`config.mk`:
```
export PLATFORM = sky130hd
export DESIGN_NAME = instr_fetch_unit
export DESIGN_NICKNAME = d
export VERILOG_FILES = /design/src/rtl/isa_pkg.sv /design/src/rtl/instr_field_split.sv /design/src/rtl/instr_fetch_unit.sv
export SDC_FILE = /design/constraint.sdc
export NUM_CORES = 1
export LEC_CHECK = 0
export CORE_ASPECT_RATIO = 1.1
export CORE_MARGIN = 4
export CORE_UTILIZATION = 49
export DETAILED_ROUTE_END_ITERATION = 12
export DONT_BUFFER_PORTS = 1
export PLACE_DENSITY = 0.72
export SKIP_LAST_GASP = 1
export SLEW_MARGIN = 20
export SYNTH_ARGS = -nofsm -noshare
export SYNTH_HDL_FRONTEND = slang
export SYNTH_HIERARCHICAL = 1
export SYNTH_SLANG_ARGS = --single-unit
```
`constraint.sdc`:
```
create_clock -name clk -period 1.78 [get_ports clk]
set_input_delay 0.356 -clock clk [delete_from_list [all_inputs] [get_ports clk]]
set_output_delay 0.356 -clock clk [all_outputs]
set_load 0.01 [all_outputs]
```
`src/rtl/isa_pkg.sv`:
```
// Shared ISA definitions: opcode/funct constants, instruction field
// positions and the fetch-stage state encoding.
package isa_pkg;

    localparam logic [5:0] OP_RTYPE = 6'b000001;
    localparam logic [5:0] OP_LW    = 6'b000100;
    localparam logic [5:0] OP_SW    = 6'b000010;
    localparam logic [5:0] OP_HALT  = 6'b111111;

    localparam logic [5:0] FN_ADD   = 6'b100000;

    localparam int OPCODE_MSB = 31;
    localparam int OPCODE_LSB = 26;
    localparam int RS_MSB     = 25;
    localparam int RS_LSB     = 21;
    localparam int RT_MSB     = 20;
    localparam int RT_LSB     = 16;
    localparam int RD_MSB     = 15;
    localparam int RD_LSB     = 11;
    localparam int FUNCT_MSB  = 5;
    localparam int FUNCT_LSB  = 0;
    localparam int IMM_MSB    = 15;
    localparam int IMM_LSB    = 0;

    typedef enum logic [1:0] {
        ST_IDLE  = 2'd0,
        ST_FETCH = 2'd1,
        ST_VALID = 2'd2,
        ST_HALT  = 2'd3
    } fetch_state_t;

endpackage

```
`src/rtl/instr_field_split.sv`:
```
// Purely combinational split of a 32-bit instruction word into its fields.
module instr_field_split
    import isa_pkg::*;
(
    input  logic [31:0] instr,
    output logic [5:0]  opcode,
    output logic [4:0]  rs,
    output logic [4:0]  rt,
    output logic [4:0]  rd,
    output logic [5:0]  funct,
    output logic [15:0] imm
);

    // Slice the word at the fixed ISA field boundaries
    always_comb begin
        opcode = instr[OPCODE_MSB:OPCODE_LSB];
        rs     = instr[RS_MSB:RS_LSB];
        rt     = instr[RT_MSB:RT_LSB];
        rd     = instr[RD_MSB:RD_LSB];
        funct  = instr[FUNCT_MSB:FUNCT_LSB];
        imm    = instr[IMM_MSB:IMM_LSB];
    end

endmodule

```
`src/rtl/instr_fetch_unit.sv`:
```
// Instruction fetch front end: owns the PC, runs the imem req/ack
// handshake, holds decoded fields under backpressure, handles redirects
// (including squashing an in-flight fetch) and stops on HALT.
module instr_fetch_unit
    import isa_pkg::*;
#(
    parameter int               ADDR_W   = 32,
    parameter logic [ADDR_W-1:0] RESET_PC = '0,
    parameter logic [5:0]       HALT_OP  = OP_HALT,
    parameter int               CNT_W    = 16
) (
    input  logic              clk,
    input  logic              rst_n,
    output logic              imem_req,
    output logic [ADDR_W-1:0] imem_addr,
    input  logic              imem_ack,
    input  logic [31:0]       imem_rdata,
    output logic              dec_valid,
    input  logic              dec_ready,
    output logic [5:0]        opcode,
    output logic [4:0]        rs,
    output logic [4:0]        rt,
    output logic [4:0]        rd,
    output logic [5:0]        funct,
    output logic [15:0]       imm,
    output logic [ADDR_W-1:0] pc_out,
    input  logic              redirect_valid,
    input  logic [ADDR_W-1:0] redirect_pc,
    output logic              halted,
    output logic [CNT_W-1:0]  instr_count
);

    fetch_state_t      state, state_next;
    logic [ADDR_W-1:0] pc, pc_next;
    logic              flush, flush_next;
    logic [ADDR_W-1:0] flush_addr, flush_addr_next;
    logic [31:0]       instr_word, instr_next;
    logic [ADDR_W-1:0] pc_out_r, pc_out_next;
    logic [CNT_W-1:0]  count, count_next;

    // The presented fields always come straight from the held instruction word
    instr_field_split u_split (
        .instr  (instr_word),
        .opcode (opcode),
        .rs     (rs),
        .rt     (rt),
        .rd     (rd),
        .funct  (funct),
        .imm    (imm)
    );

    assign pc_out      = pc_out_r;
    assign instr_count = count;

    // Next-state and output decode; a redirect always wins over ack/ready.
    // While flushing, the request keeps the squashed address (flush_addr)
    // so the memory sees a stable address until its ack arrives.
    always_comb begin
        state_next      = state;
        pc_next         = pc;
        flush_next      = flush;
        flush_addr_next = flush_addr;
        instr_next      = instr_word;
        pc_out_next     = pc_out_r;
        count_next      = count;
        imem_req        = 1'b0;
        imem_addr       = '0;
        dec_valid       = 1'b0;
        halted          = 1'b0;

        case (state)
            ST_IDLE: begin
                state_next = ST_FETCH;
                if (redirect_valid) begin
                    pc_next = redirect_pc;
                end
            end

            ST_FETCH: begin
                imem_req  = 1'b1;
                imem_addr = flush ? flush_addr : pc;
                if (redirect_valid) begin
                    pc_next = redirect_pc;
                    if (imem_ack) begin
                        flush_next = 1'b0;
                    end else begin
                        flush_next = 1'b1;
                        if (!flush) begin
                            flush_addr_next = pc;
                        end
                    end
                end else if (imem_ack) begin
                    if (flush) begin
                        flush_next = 1'b0;
                    end else begin
                        instr_next  = imem_rdata;
                        pc_out_next = pc;
                        pc_next     = pc + ADDR_W'(4);
                        state_next  = ST_VALID;
                    end
                end
            end

            ST_VALID: begin
                dec_valid = 1'b1;
                if (redirect_valid) begin
                    pc_next    = redirect_pc;
                    state_next = ST_FETCH;
                end else if (dec_ready) begin
                    count_next = count + CNT_W'(1);
                    state_next = (opcode == HALT_OP) ? ST_HALT : ST_FETCH;
                end
            end

            ST_HALT: begin
                halted = 1'b1;
                if (redirect_valid) begin
                    pc_next    = redirect_pc;
                    state_next = ST_FETCH;
                end
            end

            default: begin
                state_next = ST_IDLE;
            end
        endcase
    end

    // State and datapath registers with synchronous active-low reset
    always_ff @(posedge clk) begin
        if (!rst_n) begin
            state      <= ST_IDLE;
            pc         <= RESET_PC;
            flush      <= 1'b0;
            flush_addr <= '0;
            instr_word <= '0;
            pc_out_r   <= '0;
            count      <= '0;
        end else begin
            state      <= state_next;
            pc         <= pc_next;
            flush      <= flush_next;
            flush_addr <= flush_addr_next;
            instr_word <= instr_next;
            pc_out_r   <= pc_out_next;
            count      <= count_next;
        end
    end

endmodule

```
==> impl_metrics.sql, run 1 <==
INSERT INTO impl_metrics (metric_group, metric, value, unit) VALUES
('die', 'die_outline_width', '123', 'um'),
('clock_tree', 'clk_path_buf_depth', '2', ''),
('clock_tree', 'clock_sink_count', '147', ''),
('sta', 'setup_viol_count_final', '59', ''),
('final_layout', 'final_nets', '1013', ''),
('logic_synthesis', 'synth_enable_flop_cells', '0', ''),
('logic_synthesis', 'post_synth_xor_xnor_area', '0.0196', ''),
('placement', 'placement.setup.worst_slack', '0.0320', 'ns'),
('worst_setup_path', 'cp-startpoint', 'state[1]', ''),
('route', 'vias_cell', '5.80', ''),
('power', 'clock_power_share', '0.382', ''),
('worst_setup_path', 'critical-path-slowest-cell', 'or4b_4', ''),
('global_route', 'grt_overflow_total', '0', ''),
('route', 'route.detailed.drc', '0', ''),
('worst_setup_path', 'crit_type', 'flip-flop to flip-flop', ''),
('logic_synthesis', 'synth_top_flop_cell', 'dfxtp_1', ''),
('sta', 'setup_ws', '-0.163', 'ns'),
('route', 'routed_wirelength', '23000', 'um'),
('worst_hold_path', 'min-delay-path-class', 'input port to flip-flop', ''),
('placement', 'post_placement_cell_count', '1076', ''),
('worst_setup_path', 'cp-end-kind', 'flip-flop', ''),
('sta', 'maxSlewViolCount', '0', ''),
('worst_setup_path', 'timing.critical_path.cells', 'inv_2 > ha_4 > buf_6 > and3b_2 > nand2_4 > nor4_4 > or4b_4 > o311ai_2', ''),
('die', 'fp.dieArea', '16600', 'um^2'),
('route', 'detail_route.wl_per_cell', '20.1', 'um'),
('logic_synthesis', 'synth-compound-area-share', '0.141', ''),
('global_route', 'grt_use_total', '0.252', ''),
('sta', 'slew_at_the_pin_with_the_worst_max_slew_slack', '0.473', 'ns'),
('sta', 'final-hold-violation-count', '0', ''),
('logic_synthesis', 'yosys_warnings', '6', ''),
('global_route', 'initial_antenna_violation_count', '0', ''),
('logic_synthesis', 'asyncSetResetFlopFracSynth', '0', ''),
('logic_synthesis', 'synth_adder_area_share', '0.0105', ''),
('sta', 'finalClockSkew', '0.00570', 'ns'),
('worst_setup_path', 'critical_path_peak_fanout', '7', ''),
('final_layout', 'antennaDiodeCount', '0', ''),
('logic_synthesis', 'netlist_instances', '919', ''),
('logic_synthesis', 'synth.distinct_cells', '55', ''),
('power', 'power.static_leakage', '3.26', 'nW'),
('sta', 'slew-limit-headroom', '0.683', ''),
('route', 'drt_iter0_markers', '527', ''),
('route', 'routed-via-count', '6622', ''),
('global_route', 'grt_first_pass_wirelength', '32800', 'um'),
('outcome', 'result_of_the_run', 'complete, but fails checks', ''),
('worst_setup_path', 'timing.critical_path.slowest_cell_delay', '0.52', 'ns'),
('final_layout', 'area_delta_synth_final', '27.9', '%'),
('final_layout', 'fin_cells', '1142', ''),
('worst_setup_path', 'required', '2.10', 'ns'),
('sta', 'rsz0062_at_grt', 'yes', ''),
('placement', 'gp_congestion', '0.941', ''),
('power', 'sequentialPowerShare', '0.399', ''),
('logic_synthesis', 'post_synth.cell_area_avg', '7.77', 'um^2'),
('placement', 'hpwlAfterDp', '13800', 'um'),
('die', 'num_rows', '46', ''),
('sta', 'timing.final.crit_share', '1.09', ''),
('placement', 'io_buffers', '0', ''),
('sta', 'final_period_minus_worst_setup_slack', '1.94', 'ns'),
('route', 'final_antenna_net_count', '0', ''),
('global_route', 'maximum_number_of_pins_on_one_net_before_global_route_repair', '68', ''),
('logic_synthesis', 'largest_family_of_logic_cells_by_synthesized_area', 'simple AND/OR/NAND/NOR gates', ''),
('power', 'switchingPower', '2.46', 'mW'),
('power', 'power.switching_fraction', '0.273', ''),
('clock_tree', 'ctsHoldBuffers', '0', ''),
('logic_synthesis', 'syn-num-nets', '994', ''),
('logic_synthesis', 'yosys_register_bits', '147', ''),
('sta', 'achievable-frequency', '515', 'MHz'),
('die', 'initial_utilization', '0.498', ''),
('outcome', 'violations_in_the_final_reports', 'setup timing', ''),
('clock_tree', 'cts_root_buffer', 'clkbuf_16', ''),
('clock_tree', 'cts.reportedPaths.clkPinSlew', '0.06', 'ns'),
('power', 'irDropWorstVdd', '0.598', 'mV');
## power by group through the flow
| stage | Sequential, mW | Clock (mW) | Combinational [mW] |
|---|---|---|---|
| after floorplan | 3.58 | 0 | 0.937 |
| after global placement | 3.66 | 0 | 1.22 |
| after detailed placement | 3.66 | 0 | 1.23 |
| after CTS | 3.60 | 3.51 | 1.69 |
| after global routing | 3.62 | 3.67 | 2.10 |
| final | 3.60 | 3.45 | 1.98 |
## cell families (layout without fill, tap and decap cells)
family                   Yosys count  count (layout)
AND/OR/NAND/NOR                  401             401
AO/OA/AOI/OAI                    177             177
flip-flops                       147             147
buffers and inverters            129             160
multiplexers                      43              43
XOR/XNOR                          16              16
adder cells (fa/ha/maj)            6               6
## per-stage QoR
step | TNS, ns | total power, mW | util
finish | -2.57 | 9.03 | 0.637
global route | -6.91 | 9.38 | 0.637
CTS | -1.65 | 8.79 | 0.600
detailed placement | 0 | 4.89 | 0.521
global placement | 0 | 4.87 | 0.521
floorplan | 0 | 4.52 | -
## final cells by class
type,instances,area (um^2)
well taps,192,240
flip-flops and latches,147,2950
clock inverters,4,45.0
clock buffers,27,523
multi-input cells,643,4100
repair buffers,120,1240
fillers,1151,5200
inverters,9,36.3
## layer usage
metal  vias to the layer above  part of all wire  global-route usage
met5                         -                 0                   0
met4                         0             0.026              0.0942
met3                        51             0.099              0.0905
met2                       325              0.49               0.406
met1                      3136              0.39               0.309
li1                       3110                 -                   -
## registers in the layout (all words and copies together), names as in the netlist
name	flops
instr_count	16
flush	1
flush_addr	32
instr_word	32
pc	32
pc_out	32
state	2
## Yosys cell counts (9+ instances only)
cell type	instances	area, um^2
nor2_1	44	165
buf_4	44	330
o21ai_0	19	95.1
nand4_1	22	138
mux2i_1	42	420
clkbuf_1	52	195
nand3_1	22	110
dfxtp_1	147	2940
buf_2	19	95.1
xor2_1	11	96.3
nor2b_1	33	206
inv_1	9	33.8
nand2_1	233	875
a21oi_1	117	586
## path summary, 6_finish.rpt
path | end | slack, ns | cells after the start
worst min-delay path | flush | 0.03 | 1
worst min register to register | flush_addr[13] | 0.46 | 2
worst max-delay path | pc[31] | -0.16 | 8
worst max register to register | pc[31] | -0.16 | 8
## worst reg2reg max path, stage by stage (launching register included)
cell and delay [ns]:
dfxtp_2 0.32, inv_2 0.07, ha_4 0.20, buf_6 0.12, and3b_2 0.25, nand2_4 0.07, nor4_4 0.20, or4b_4 0.52
o311ai_2 0.10
## timing repair
| action | 4_1_cts | 5_1_grt |
|---|---|---|
| pin swaps | 2 | 10 |
| setup buffers | 7 | 20 |
| endpoints found under the setup margin | 31 | 89 |
| cloned | 4 | 7 |
| gates resized for setup | 103 | 58 |
| hold endpoints to repair | 0 | 0 |
## cell usage in the layout, fill, tap and decap left out, types with 5 or more instances in the layout
cell,netlist,routed
nand4_1,22,22
inv_1,9,7
dfxtp_1,147,142
xnor2_1,5,5
clkbuf_16,0,23
nor2b_2,0,5
clkbuf_8,0,6
buf_6,0,10
buf_12,0,7
nor3_1,7,6
nor2b_4,0,28
mux2i_2,0,13
nor4_1,8,5
or3_1,5,5
xor2_1,11,11
o22ai_1,5,5
nand2_1,233,231
mux2i_1,42,16
o21ai_0,19,19
a21oi_1,117,115
mux2i_4,0,13
nand3_1,22,19
nor2_1,44,43
buf_4,44,89
Power figures use the tool's default switching activity.
==> run 2: changes to the inputs <==
--- a/config.mk
+++ b/config.mk
@@ -8,9 +8,10 @@
 export CORE_ASPECT_RATIO = 1.1
 export CORE_MARGIN = 4
 export CORE_UTILIZATION = 49
+export CTS_BUF_LIST = sky130_fd_sc_hd__clkbuf_8
 export DETAILED_ROUTE_END_ITERATION = 12
 export DONT_BUFFER_PORTS = 1
-export PLACE_DENSITY = 0.72
+export PLACE_DENSITY = 0.69
 export SKIP_LAST_GASP = 1
 export SLEW_MARGIN = 20
 export SYNTH_ARGS = -nofsm -noshare
==> run 2 against run 1 <==
Compared with the run above: the flow still finishes with violations (setup timing); clock power shrank 17%; wire length fell by 4.3%; critical path depth grew 1; sequential cell count did not move; non-clock buffer count down 5; sequential share of layout area is 0.50 points lower; clock skew grew 0.0061 ns; critical path type unchanged; critical endpoint is now pc[26]; largest cell class unchanged; largest power group unchanged; highest routed layer unchanged.
==> impl_metrics.sql, run 2 (synthesis gave the netlist of run 1 again) <==
INSERT INTO impl_metrics (metric_group, metric, value, unit) VALUES
('worst_setup_path', 'crit_type', 'flip-flop to flip-flop', ''),
('global_route', 'maximum_number_of_pins_on_one_net_before_global_route_repair', '75', ''),
('power', 'irDropWorstVdd', '0.548', 'mV'),
('sta', 'aggregate_negative_setup_slack', '-2.56', 'ns'),
('sta', 'achievable-frequency', '533', 'MHz'),
('sta', 'slew-limit-headroom', '0.394', ''),
('worst_setup_path', 'crit_path_frequent_cell', 'buf_6', ''),
('worst_setup_path', 'reg2reg_launch_point', 'state[1]', ''),
('worst_setup_path', 'worst_setup_path_start_kind', 'flip-flop', ''),
('sta', 'maxSlewViolCount', '0', ''),
('global_route', 'first_global_vias', '5751', ''),
('global_route', 'initial_antenna_violation_count', '0', ''),
('worst_setup_path', 'critical_path.n_buffers_inverters', '4', ''),
('clock_tree', 'cts_tree', 'done', ''),
('clock_tree', 'clock_sink_count', '147', ''),
('worst_setup_path', 'timing.critical_path.cells', 'inv_2 > ha_4 > buf_6 > nand3b_1 > buf_6 > nor2_4 > buf_12 > nand3_1 > o311ai_1', ''),
('sta', 'setup_ws', '-0.0951', 'ns'),
('worst_setup_path', 'arrival', '2.23', 'ns'),
('placement', 'io_buffers', '0', ''),
('global_route', 'grt_first_pass_wirelength', '30400', 'um'),
('sta', 'timing.final.crit_share', '1.05', ''),
('outcome', 'violations_in_the_final_reports', 'setup timing', ''),
('worst_setup_path', 'required', '2.13', 'ns'),
('clock_tree', 'latest_clock_arrival_within_the_worst_skew_pair', '0.45', 'ns'),
('power', 'power-per-cell-area', '897', 'nW/um^2'),
('placement', 'hpwlAfterDp', '13500', 'um'),
('global_route', 'grt.met2_usage', '0.396', ''),
('route', 'route.detailed.drc', '0', ''),
('global_route', 'globalRouteMet1Util', '0.279', ''),
('die', 'design.portCount', '195', ''),
('route', 'routed_wirelength', '22000', 'um'),
('worst_setup_path', 'timing.critical_path.slowest_cell_delay', '0.33', 'ns'),
('placement', 'placed_area', '7420', 'um^2'),
('worst_hold_path', 'worst_hold_startpoint', 'imem_rdata[8]', ''),
('clock_tree', 'cts_root_buffer', 'clkbuf_8', ''),
('sta', 'final.hold.worst_slack', '0.0299', 'ns'),
('worst_setup_path', 'critPathTopFamily', 'buffers and inverters', ''),
('final_layout', 'layout_common_cells', '197 x nand2_1, 142 x dfxtp_1, 83 x a21oi_1', ''),
('outcome', 'result_of_the_run', 'complete, but fails checks', ''),
('final_layout', 'area_taken_by_flip_flops_and_latches', '2950', 'um^2'),
('power', 'power.static_leakage', '3.44', 'nW'),
('sta', 'final-hold-violation-count', '0', ''),
('global_route', 'grt.met3_usage', '0.0767', ''),
('worst_setup_path', 'critical_path_peak_fanout', '8', ''),
('route', 'final_antenna_net_count', '0', ''),
('clock_tree', 'cts.reportedPaths.clkPinSlew', '0.08', 'ns'),
('worst_setup_path', 'reg_to_reg_endpoint', 'pc[26]', ''),
('final_layout', 'layout_commonest_cell', 'nand2_1', ''),
('final_layout', 'fin_area', '9280', 'um^2'),
('sta', 'final_period_minus_worst_setup_slack', '1.88', 'ns'),
('sta', 'finalClockSkew', '0.0118', 'ns'),
('worst_setup_path', 'reg2reg_setup_slack', '-0.1', 'ns'),
('die', 'core_area', '14300', 'um^2'),
('die', 'fp.dieArea', '16600', 'um^2'),
('sta', 'setup_viol_count_final', '84', ''),
('worst_setup_path', 'worst-path-stages', '9', ''),
('die', 'dieHeight', '135', 'um'),
('clock_tree', 'numCtsBuffers', '17', ''),
('global_route', 'global_route.peak_usage_layer', 'met2', ''),
('route', 'drt_iter0_markers', '478', ''),
('sta', 'rsz0062_at_grt', 'yes', ''),
('route', 'drt_pass1_iterations', '5', ''),
('worst_setup_path', 'endpoint', 'pc[26]', ''),
('die', 'num_rows', '46', ''),
('worst_setup_path', 'critical-path-slowest-cell', 'dfxtp_2', ''),
('global_route', 'grt_overflow_total', '0', ''),
('final_layout', 'area_delta_synth_final', '30.0', '%'),
('worst_hold_path', 'min-delay-path-class', 'input port to flip-flop', ''),
('clock_tree', 'clk_path_buf_depth', '2', ''),
('sta', 'slew_at_the_pin_with_the_worst_max_slew_slack', '0.909', 'ns'),
('global_route', 'grt_use_total', '0.233', ''),
('final_layout', 'antennaDiodeCount', '0', ''),
('final_layout', 'final_nets', '1008', ''),
('die', 'die_outline_width', '123', 'um'),
('worst_setup_path', 'cp-end-kind', 'flip-flop', ''),
('worst_setup_path', 'cp-startpoint', 'state[1]', ''),
('job', 'max_cap_violations', '0', ''),
('die', 'initial_utilization', '0.498', ''),
('route', 'vias_cell', '5.73', ''),
('final_layout', 'final_layout_size_suffix_gt1_frac', '0.311', ''),
('final_layout', 'multi_input_comb_area', '4370', 'um^2'),
('worst_setup_path', 'r2r.worst_path.cells', '9', ''),
('placement', 'gp_congestion', '0.909', ''),
('route', 'routed-via-count', '6520', ''),
('clock_tree', 'cts_max_level', '4', ''),
('power', 'totalPowerFinal', '8.32', 'mW'),
('final_layout', 'filler_cell_count', '1195', ''),
('route', 'detail_route.wl_per_cell', '19.3', 'um');
-- run 2: cell types whose count changed in the layout (fill, tap and decap cells not counted), moves of 6 or more --
cell           delta
nor2b_4          -15
buf_4            -13
nor2b_2          +13
clkbuf_16        -14
a21oi_2          +32
a21oi_1          -32
dlygate4sd3_1     +8
nand2_2           +6
nand2_1          -34
nand2_4          +28
clkbuf_8         +12
-- run 2: through the flow --
stage          utilization  instances  worst slack (ns)
6_report             0.647       1138           -0.0951
5_1_grt              0.647       1138            -0.177
4_1_cts              0.561       1107            -0.106
3_5_place_dp         0.518       1069            0.0211
3_3_place_gp         0.518       1069            0.0429
2_1_floorplan            -        919            0.0290
-- run 2: area by class of cell --
type | instances | share of cell area
tap | 192 | 0.0259
sequential | 147 | 0.318
timing repair buffer | 115 | 0.134
clock buffer | 18 | 0.0267
inverter | 9 | 0.00391
clock inverter | 14 | 0.0200
multi-input combinational | 643 | 0.471
-- run 2: worst min-delay path by stage --
stage,end,depth (start not counted)
2_1_floorplan,flush_addr[0],2
3_3_place_gp,flush_addr[3],2
3_5_place_dp,flush_addr[31],2
4_1_cts,instr_word[27],2
5_1_grt,instr_word[6],2
6_report,instr_word[8],2
-- run 2: where the power goes --
| part | leakage (nW) | total (mW) | switching, mW | internal, mW |
|---|---|---|---|---|
| Clock | 0.226 | 2.85 | 1.29 | 1.56 |
| Combinational | 2.02 | 1.88 | 0.973 | 0.911 |
| Sequential | 1.20 | 3.59 | 0.166 | 3.43 |
-- run 2: routing by layer --
metal  part of all wire  wire, um  vias to the layer above
li1                   -         -                     3096
met4              0.029       645                        0
met3              0.084      1840                       38
met2               0.50     10900                      275
met1               0.39      8600                     3111
met5                  0         0                        -
-- run 2: what timing repair did --
action | CTS | global route
hold endpoints to repair | 2 | 6
pin swaps | 0 | 74
hold buffers | 2 | 6
setup endpoints to repair | 33 | 110
cloned | 1 | 9
resized for setup | 32 | 195
buffers inserted | 3 | 16
==> run 3: changes to the inputs <==
--- a/config.mk
+++ b/config.mk
@@ -5,6 +5,7 @@
 export SDC_FILE = /design/constraint.sdc
 export NUM_CORES = 1
 export LEC_CHECK = 0
+export ABC_AREA = 1
 export CORE_ASPECT_RATIO = 1.1
 export CORE_MARGIN = 4
 export CORE_UTILIZATION = 49
==> run 3 against run 2 <==
Compared with the run above: sequential cell count did not move; the flow still finishes with violations (setup timing); design area decreased by 6.1%; non-clock buffer count shrank 30; register-to-register slack better by 0.095 ns; utilization shrank 4.4 points; total power increased by 40%; combinational power rose by 150%; via count grew 5.6%; synthesized area up 1.4%; clock power is 12% lower.
==> impl_metrics.sql, run 3 <==
INSERT INTO impl_metrics (metric_group, metric, value, unit) VALUES
('sta', 'rsz0062_at_grt', 'yes', ''),
('placement', 'hpwlAfterDp', '14600', 'um'),
('placement', 'io_buffers', '0', ''),
('worst_setup_path', 'timing.critical_path.cells', 'inv_8 > buf_12 > nand2_1 > o21ai_2 > nor2_4 > buf_6', ''),
('worst_setup_path', 'crit_type', 'flip-flop to output pin', ''),
('outcome', 'result_of_the_run', 'complete, but fails checks', ''),
('global_route', 'initial_antenna_violation_count', '0', ''),
('final_layout', 'layout_commonest_cell', 'nor2_1', ''),
('logic_synthesis', 'synth_commonest_cells', '203 x nor2_1, 177 x nand2_1, 147 x dfxtp_1', ''),
('sta', 'finalClockSkew', '0.0113', 'ns'),
('worst_setup_path', 'reg2reg_setup_slack', '0', 'ns'),
('power', 'totalPowerFinal', '11.7', 'mW'),
('sta', 'setup_viol_count_final', '22', ''),
('logic_synthesis', 'post_synth_xor_xnor_area', '0.00363', ''),
('logic_synthesis', 'synth.area.top_cells', 'dfxtp_1 41%, nor2_1 11%, o21ai_0 9.3%', ''),
('final_layout', 'fin_cells', '1253', ''),
('worst_setup_path', 'critical-path-slowest-cell', 'dfxtp_4', ''),
('worst_setup_path', 'critical_path.n_buffers_inverters', '3', ''),
('die', 'fp.dieArea', '16800', 'um^2'),
('clock_tree', 'ctsHoldBuffers', '0', ''),
('route', 'routed_wirelength', '22500', 'um'),
('clock_tree', 'clock_sink_count', '147', ''),
('logic_synthesis', 'yosys.area_share.simple', '0.257', ''),
('power', 'switchingPower', '4.58', 'mW'),
('power', 'power.static_leakage', '3.45', 'nW'),
('placement', 'post_placement_cell_count', '1194', ''),
('worst_setup_path', 'required', '1.42', 'ns'),
('job', 'max_cap_violations', '0', ''),
('clock_tree', 'cts_max_level', '4', ''),
('route', 'vias_cell', '5.50', ''),
('worst_setup_path', 'critical_path_peak_fanout', '13', ''),
('global_route', 'maximum_number_of_pins_on_one_net_before_global_route_repair', '99', ''),
('clock_tree', 'clk_path_buf_depth', '2', ''),
('logic_synthesis', 'ys_seq_area_frac', '0.407', ''),
('clock_tree', 'cts_root_buffer', 'clkbuf_8', ''),
('route', 'drt_pass1_iterations', '5', ''),
('final_layout', 'layout_common_cells', '172 x nor2_1, 170 x nand2_1, 136 x dfxtp_1', ''),
('power', 'clock_power_share', '0.216', ''),
('sta', 'slew_at_the_pin_with_the_worst_max_slew_slack', '0.370', 'ns'),
('die', 'core_area', '14400', 'um^2'),
('logic_synthesis', 'synth.most_common_cell', 'nor2_1', ''),
('route', 'routed-via-count', '6886', ''),
('logic_synthesis', 'synth_top_flop_cell', 'dfxtp_1', ''),
('logic_synthesis', 'netlist_instances', '1043', ''),
('route', 'final_antenna_net_count', '0', ''),
('clock_tree', 'cts_tree', 'done', ''),
('placement', 'gp_congestion', '0.956', ''),
('worst_setup_path', 'arrival', '1.47', 'ns'),
('placement', 'placement.setup.worst_slack', '0.00559', 'ns'),
('die', 'dieHeight', '135', 'um'),
('sta', 'slew-limit-headroom', '0.752', ''),
('sta', 'maxSlewViolCount', '0', ''),
('global_route', 'grt_overflow_total', '0', ''),
('sta', 'final_period_minus_worst_setup_slack', '1.83', 'ns'),
('worst_setup_path', 'reg2reg_launch_point', 'state[1]', ''),
('logic_synthesis', 'synth_enable_flop_cells', '0', ''),
('global_route', 'grt_use_total', '0.253', ''),
('logic_synthesis', 'asyncSetResetFlopFracSynth', '0', ''),
('logic_synthesis', 'syn-num-nets', '1118', ''),
('sta', 'aggregate_negative_setup_slack', '-0.433', 'ns'),
('logic_synthesis', 'yosys_register_bits', '147', ''),
('worst_setup_path', 'reg_to_reg_endpoint', 'pc_out[18]', ''),
('clock_tree', 'latest_clock_arrival_within_the_worst_skew_pair', '0.45', 'ns'),
('sta', 'setup_ws', '-0.0503', 'ns'),
('power', 'power-per-cell-area', '1340', 'nW/um^2'),
('final_layout', 'final_nets', '1123', ''),
('clock_tree', 'numCtsBuffers', '17', ''),
('final_layout', 'area_delta_synth_final', '20.4', '%'),
('logic_synthesis', 'synth_top_cell_area_share', '0.407', ''),
('global_route', 'grt_first_pass_wirelength', '33200', 'um'),
('sta', 'final.hold.worst_slack', '0.0323', 'ns'),
('sta', 'timing.final.crit_share', '1.03', ''),
('worst_hold_path', 'min-delay-path-class', 'input port to flip-flop', ''),
('die', 'num_rows', '46', ''),
('worst_setup_path', 'endpoint', 'imem_addr[28]', ''),
('worst_setup_path', 'worst_setup_path_start_kind', 'flip-flop', ''),
('power', 'power.switching_fraction', '0.393', ''),
('die', 'die_outline_width', '124', 'um'),
('final_layout', 'antennaDiodeCount', '0', ''),
('logic_synthesis', 'yosys_warnings', '6', ''),
('worst_setup_path', 'r2r.worst_path.cells', '11', ''),
('logic_synthesis', 'muxShareOfSynthArea', '0.00968', ''),
('route', 'route.detailed.drc', '0', ''),
('clock_tree', 'cts.reportedPaths.clkPinSlew', '0.08', 'ns'),
('logic_synthesis', 'synth_area', '7240', 'um^2'),
('logic_synthesis', 'yosysTopAreaCell', 'dfxtp_1', ''),
('worst_setup_path', 'critPathTopFamily', 'flip-flops', ''),
('power', 'internal-power', '7.08', 'mW'),
('die', 'design.portCount', '195', ''),
('worst_setup_path', 'timing.critical_path.slowest_cell_delay', '0.38', 'ns'),
('global_route', 'first_global_vias', '6371', ''),
('logic_synthesis', 'synth.distinct_cells', '33', ''),
('logic_synthesis', 'largest_family_of_logic_cells_by_synthesized_area', 'simple AND/OR/NAND/NOR gates', ''),
('logic_synthesis', 'post_synth.cell_area_avg', '6.94', 'um^2'),
('worst_setup_path', 'cp-end-kind', 'output pin', ''),
('final_layout', 'final_layout_size_suffix_gt1_frac', '0.210', ''),
('outcome', 'violations_in_the_final_reports', 'setup timing', ''),
('die', 'initial_utilization', '0.501', ''),
('sta', 'final-hold-violation-count', '0', ''),
('logic_synthesis', 'synth_adder_area_share', '0.0104', ''),
('route', 'detail_route.wl_per_cell', '17.9', 'um'),
('worst_setup_path', 'cp-startpoint', 'flush', ''),
('power', 'share_comb_of_total_power', '0.401', ''),
('route', 'drt_iter0_markers', '451', ''),
('sta', 'achievable-frequency', '546', 'MHz'),
('logic_synthesis', 'synth-compound-area-share', '0.191', ''),
('power', 'sequentialPowerShare', '0.384', ''),
('power', 'irDropWorstVdd', '0.703', 'mV'),
('worst_setup_path', 'worst-path-stages', '6', '');
==> run 3: cell count changes after synthesis, moves of 15 or more <==
cell / before / now
inv_1: 9 / 73
nand2_1: 233 / 177
clkbuf_1: 52 / 28
nand4_1: 22 / 7
nor2_1: 44 / 203
o21ai_0: 19 / 134
a211oi_1: 3 / 35
nor2b_1: 33 / 0
a21oi_1: 117 / 62
mux2i_1: 42 / 7
nand3_1: 22 / 42
==> run 3: cells by family after synthesis <==
logic type | after synthesis
XOR/XNOR | 3
adder cells (fa/ha/maj) | 6
multiplexers | 7
AND/OR/NAND/NOR | 450
AO/OA/AOI/OAI | 252
buffers and inverters | 178
flip-flops | 147
==> run 3: stage by stage <==
step | area [um^2] | util
2_1_floorplan | 7240 | -
3_3_place_gp | 7400 | 0.512
3_5_place_dp | 7400 | 0.512
4_1_cts | 8370 | 0.580
5_1_grt | 8710 | 0.603
6_report | 8710 | 0.603
==> run 3: power by group through the flow <==
stage	Clock [mW]	Combinational, mW	Sequential [mW]
floorplan	0	2.38	4.22
finish	2.51	4.68	4.47
global route	2.70	5.07	4.54
detailed placement	0	3.10	4.45
CTS	2.54	4.26	4.44
global placement	0	3.05	4.45
==> run 3: timing repair <==
| item | 4_1_cts | 5_1_grt |
|---|---|---|
| endpoints found under the setup margin | 32 | 126 |
| buffers inserted | 8 | 8 |
| gates cloned | 5 | 6 |
| gates resized for setup | 143 | 59 |
| pin swaps | 14 | 19 |
==> run 3: worst min-delay path by stage <==
stage,slack (ns),cells past startpoint,to,start
floorplan,0.46,2,pc[31],pc[31]
global placement,0.47,2,pc[31],pc[31]
detailed placement,0.48,2,pc[31],pc[31]
CTS,0.007,2,instr_word[19],rst_n
global route,0.007,2,instr_count[11],rst_n
finish,0.03,2,instr_word[9],imem_rdata[9]
==> run 3: final cells by class <==
type                    count  area (um^2)
clock buffers              21          289
clock inverters            11         87.6
fillers                  1305         5740
inverters                  79          320
multi-input cells         718         3820
flip-flops and latches    147         2960
well taps                 192          240
repair buffers             85          993
==> run 3: per-layer routing <==
metal  share of wire  track usage  vias up
met3           0.089       0.0819       39
met5               0            0        -
li1                -            -     3390
met4           0.033       0.0942        0
met2            0.48        0.409      301
met1            0.40        0.314     3156
==> variant: new RTL, flow settings as in run 2 <==
Register the output `instr_count` once more; this adds one clock of latency there. The other outputs are not delayed to match.
--- a/src/rtl/instr_fetch_unit.sv
+++ b/src/rtl/instr_fetch_unit.sv
@@ -52,3 +52,5 @@
     assign pc_out      = pc_out_r;
-    assign instr_count = count;
+    always_ff @(posedge clk) begin
+        instr_count <= count;
+    end
 
Check against the original RTL: not equivalent (Yosys sat finds a counterexample within 4 cycles, from zero or initial values and one cycle with rst_n low).
==> variant against run 2 <==
  * The flow still finishes with violations (negative setup slack)
  * Final area up 1.8%
  * Total power up 2.8%
  * Routed wire length fell by 0.77%
  * Count of clock-buffer cells in the layout up 1
  * Sequential cell count increased by 16
  * Area after synthesis rose by 3.7%
  * Maximum frequency fell by 4.2%
  * Worst hold slack improved by 0.0037 ns
  * Worst setup slack worse by 0.082 ns
  * Critical path type is now register to output port
  * Critical endpoint is now imem_addr[28]
  * Largest cell class unchanged
==> variant: results (changes against run 2) <==
[metrics] per-cell routed wire length: 18.73 um (-3.2%)
[metrics] GRT Resource Usage Total: 22.85% (-0.47 points)
[metrics] worst slew margin relative to its limit: 70.64% (+31 points)
[metrics] result of the run: finished with violations
[metrics] count of warnings emitted by yosys: 6 (unchanged)
[metrics] clk_lat worst skew: roughly 0.46 ns
[metrics] synth cell count leaders: nand2_1 (229), dfxtp_1 (163), a21oi_1 (118), clkbuf_1 (60), buf_4 (44)
[metrics] Setup Skew: 0.01619 ns (+0.004379 ns)
[metrics] Leakage: 3.287 nW (-4.5%)
[metrics] Port Buffers: 0 (unchanged)
[metrics] worst path arrival time: 1.60 ns (-0.63 ns)
[metrics] worst-path cell with the longest stage delay: dfxtp_2
[metrics] maximum fanout along the worst path: 5 (-3)
[metrics] largest stage delay on the critical path: 0.34 ns
[metrics] cell count after placement: 1087 (+1.7%)
[metrics] max-slew violations: 0 (unchanged)
[metrics] async set-or-reset flop fraction in the synthesized netlist: 0% (unchanged)
[metrics] mean instance size in the synthesized netlist: 7.961 sq um (+2.5%)
[metrics] wire length of the first global-routing pass: 31.39 mm (+3.2%)
[metrics] remaining antenna violation count after routing: 0 (unchanged)
[metrics] final setup fails: 63 (-25%)
[metrics] hpwl dp: 13.59 mm (+0.69%)
[metrics] number of filler instances in the final layout: 1195 (unchanged)
[metrics] slack of the critical path: -0.1773 ns (-0.08219 ns)
[metrics] Final nets: 1036 (+2.8%)
[metrics] share of post-route cells with drive strength above 1: 28.54% (-2.5 points)
[metrics] number of iterations in the first detailed-routing pass: 5 (unchanged)
[metrics] gpl congestion: 0.8956 (-1.5%)
[metrics] pin count of the biggest net entering global routing: 41 (-45%)
[metrics] worst slack, placed: -0.05212 ns (-0.07319 ns)
[metrics] ANT cells: 0 (unchanged)
[metrics] number of antenna violations at the first check in global routing: 0 (unchanged)
[metrics] proportion of netlist area held by the largest area contributor: 44.08% (+2.8 points)
[metrics] per-cell via count in the routed design: 5.653 (-1.3%)
[metrics] Max Root-Sink Buffers: 2 (unchanged)
[metrics] drt first-iter violations: 431 (-9.8%)
[metrics] via count of the first global-routing pass: 6007 (+4.5%)
[metrics] Top delay family on crit path: buffers and inverters
[metrics] final sum of negative setup slack: -2.856 ns (-0.2946 ns)
[metrics] register area share after synthesis: 44.08% (+2.8 points)
[metrics] synth unique cells: 56 (+1.8%)
[metrics] failing checks: negative setup slack
[metrics] routed via count: 6591 (+1.1%)
[metrics] cell types with the largest area share after synthesis: dfxtp_1 (44%), nand2_1 (12%), a21oi_1 (8.0%)
[metrics] peak supply drop: 0.5207 mV (-4.9%)
[metrics] clock transition at the registers of the reported paths: around 0.090 ns
variant: cell type report:
cell class              count  area share (%)
inverters                   9          0.4105
well taps                 192           2.542
clock inverters            13           1.841
repair buffers            126           14.35
multi-input cells         644           43.45
clock buffers              19           2.767
flip-flops and latches    163           34.64
variant: kinds of logic after synthesis:
| group | share of synthesized area (%) |
|---|---|
| buffers and inverters | 8.788 |
| flip-flops | 44.08 |
| XOR/XNOR | 2.248 |
| AND/OR/NAND/NOR | 24.96 |
| AO/OA/AOI/OAI | 13.49 |
| adder cells (fa/ha/maj) | 1.014 |
| multiplexers | 5.425 |
variant: layer usage:
metal,track usage [%],wire [um],vias to the layer above
met3,6.479,1737,25
met5,0,0,-
met2,38.97,10810,261
met1,28.08,8995,3136
met4,7.410,296,0
li1,-,-,3169
variant: through the flow:
step           power (mW)  area (sq um)  util (%)
4_1_cts             8.326          8706     59.55
5_1_grt             8.866          9449     64.64
2_1_floorplan       4.802          7441         -
3_5_place_dp        5.143          7726     52.85
3_3_place_gp        5.129          7726     52.85
6_report            8.560          9449     64.64
variant: timing repair:
| action | CTS | global route |
|---|---|---|
| pin swaps | 3 | 66 |
| gates cloned | 1 | 12 |
| hold endpoints to repair | 18 | 0 |
| setup buffers | 9 | 9 |
| setup endpoints to repair | 37 | 160 |
| hold buffers | 17 | 0 |
| resized for setup | 78 | 120 |
variant: final timing paths:
check             cells after the start  slack, ns         endpoint     startpoint
setup / recovery                      7      -0.18    imem_addr[28]       state[1]
hold reg to reg                       0       0.37  instr_count[15]      count[15]
hold / removal                        2       0.03    instr_word[1]  imem_rdata[1]
setup reg to reg                      8      -0.14           pc[30]       state[1]
variant: power breakdown:
part	internal, mW	switching [mW]	total, mW
clock network	1.49	1.45	2.94
logic	0.830	0.852	1.68
registers	3.78	0.157	3.94
total	6.10	2.46	8.56
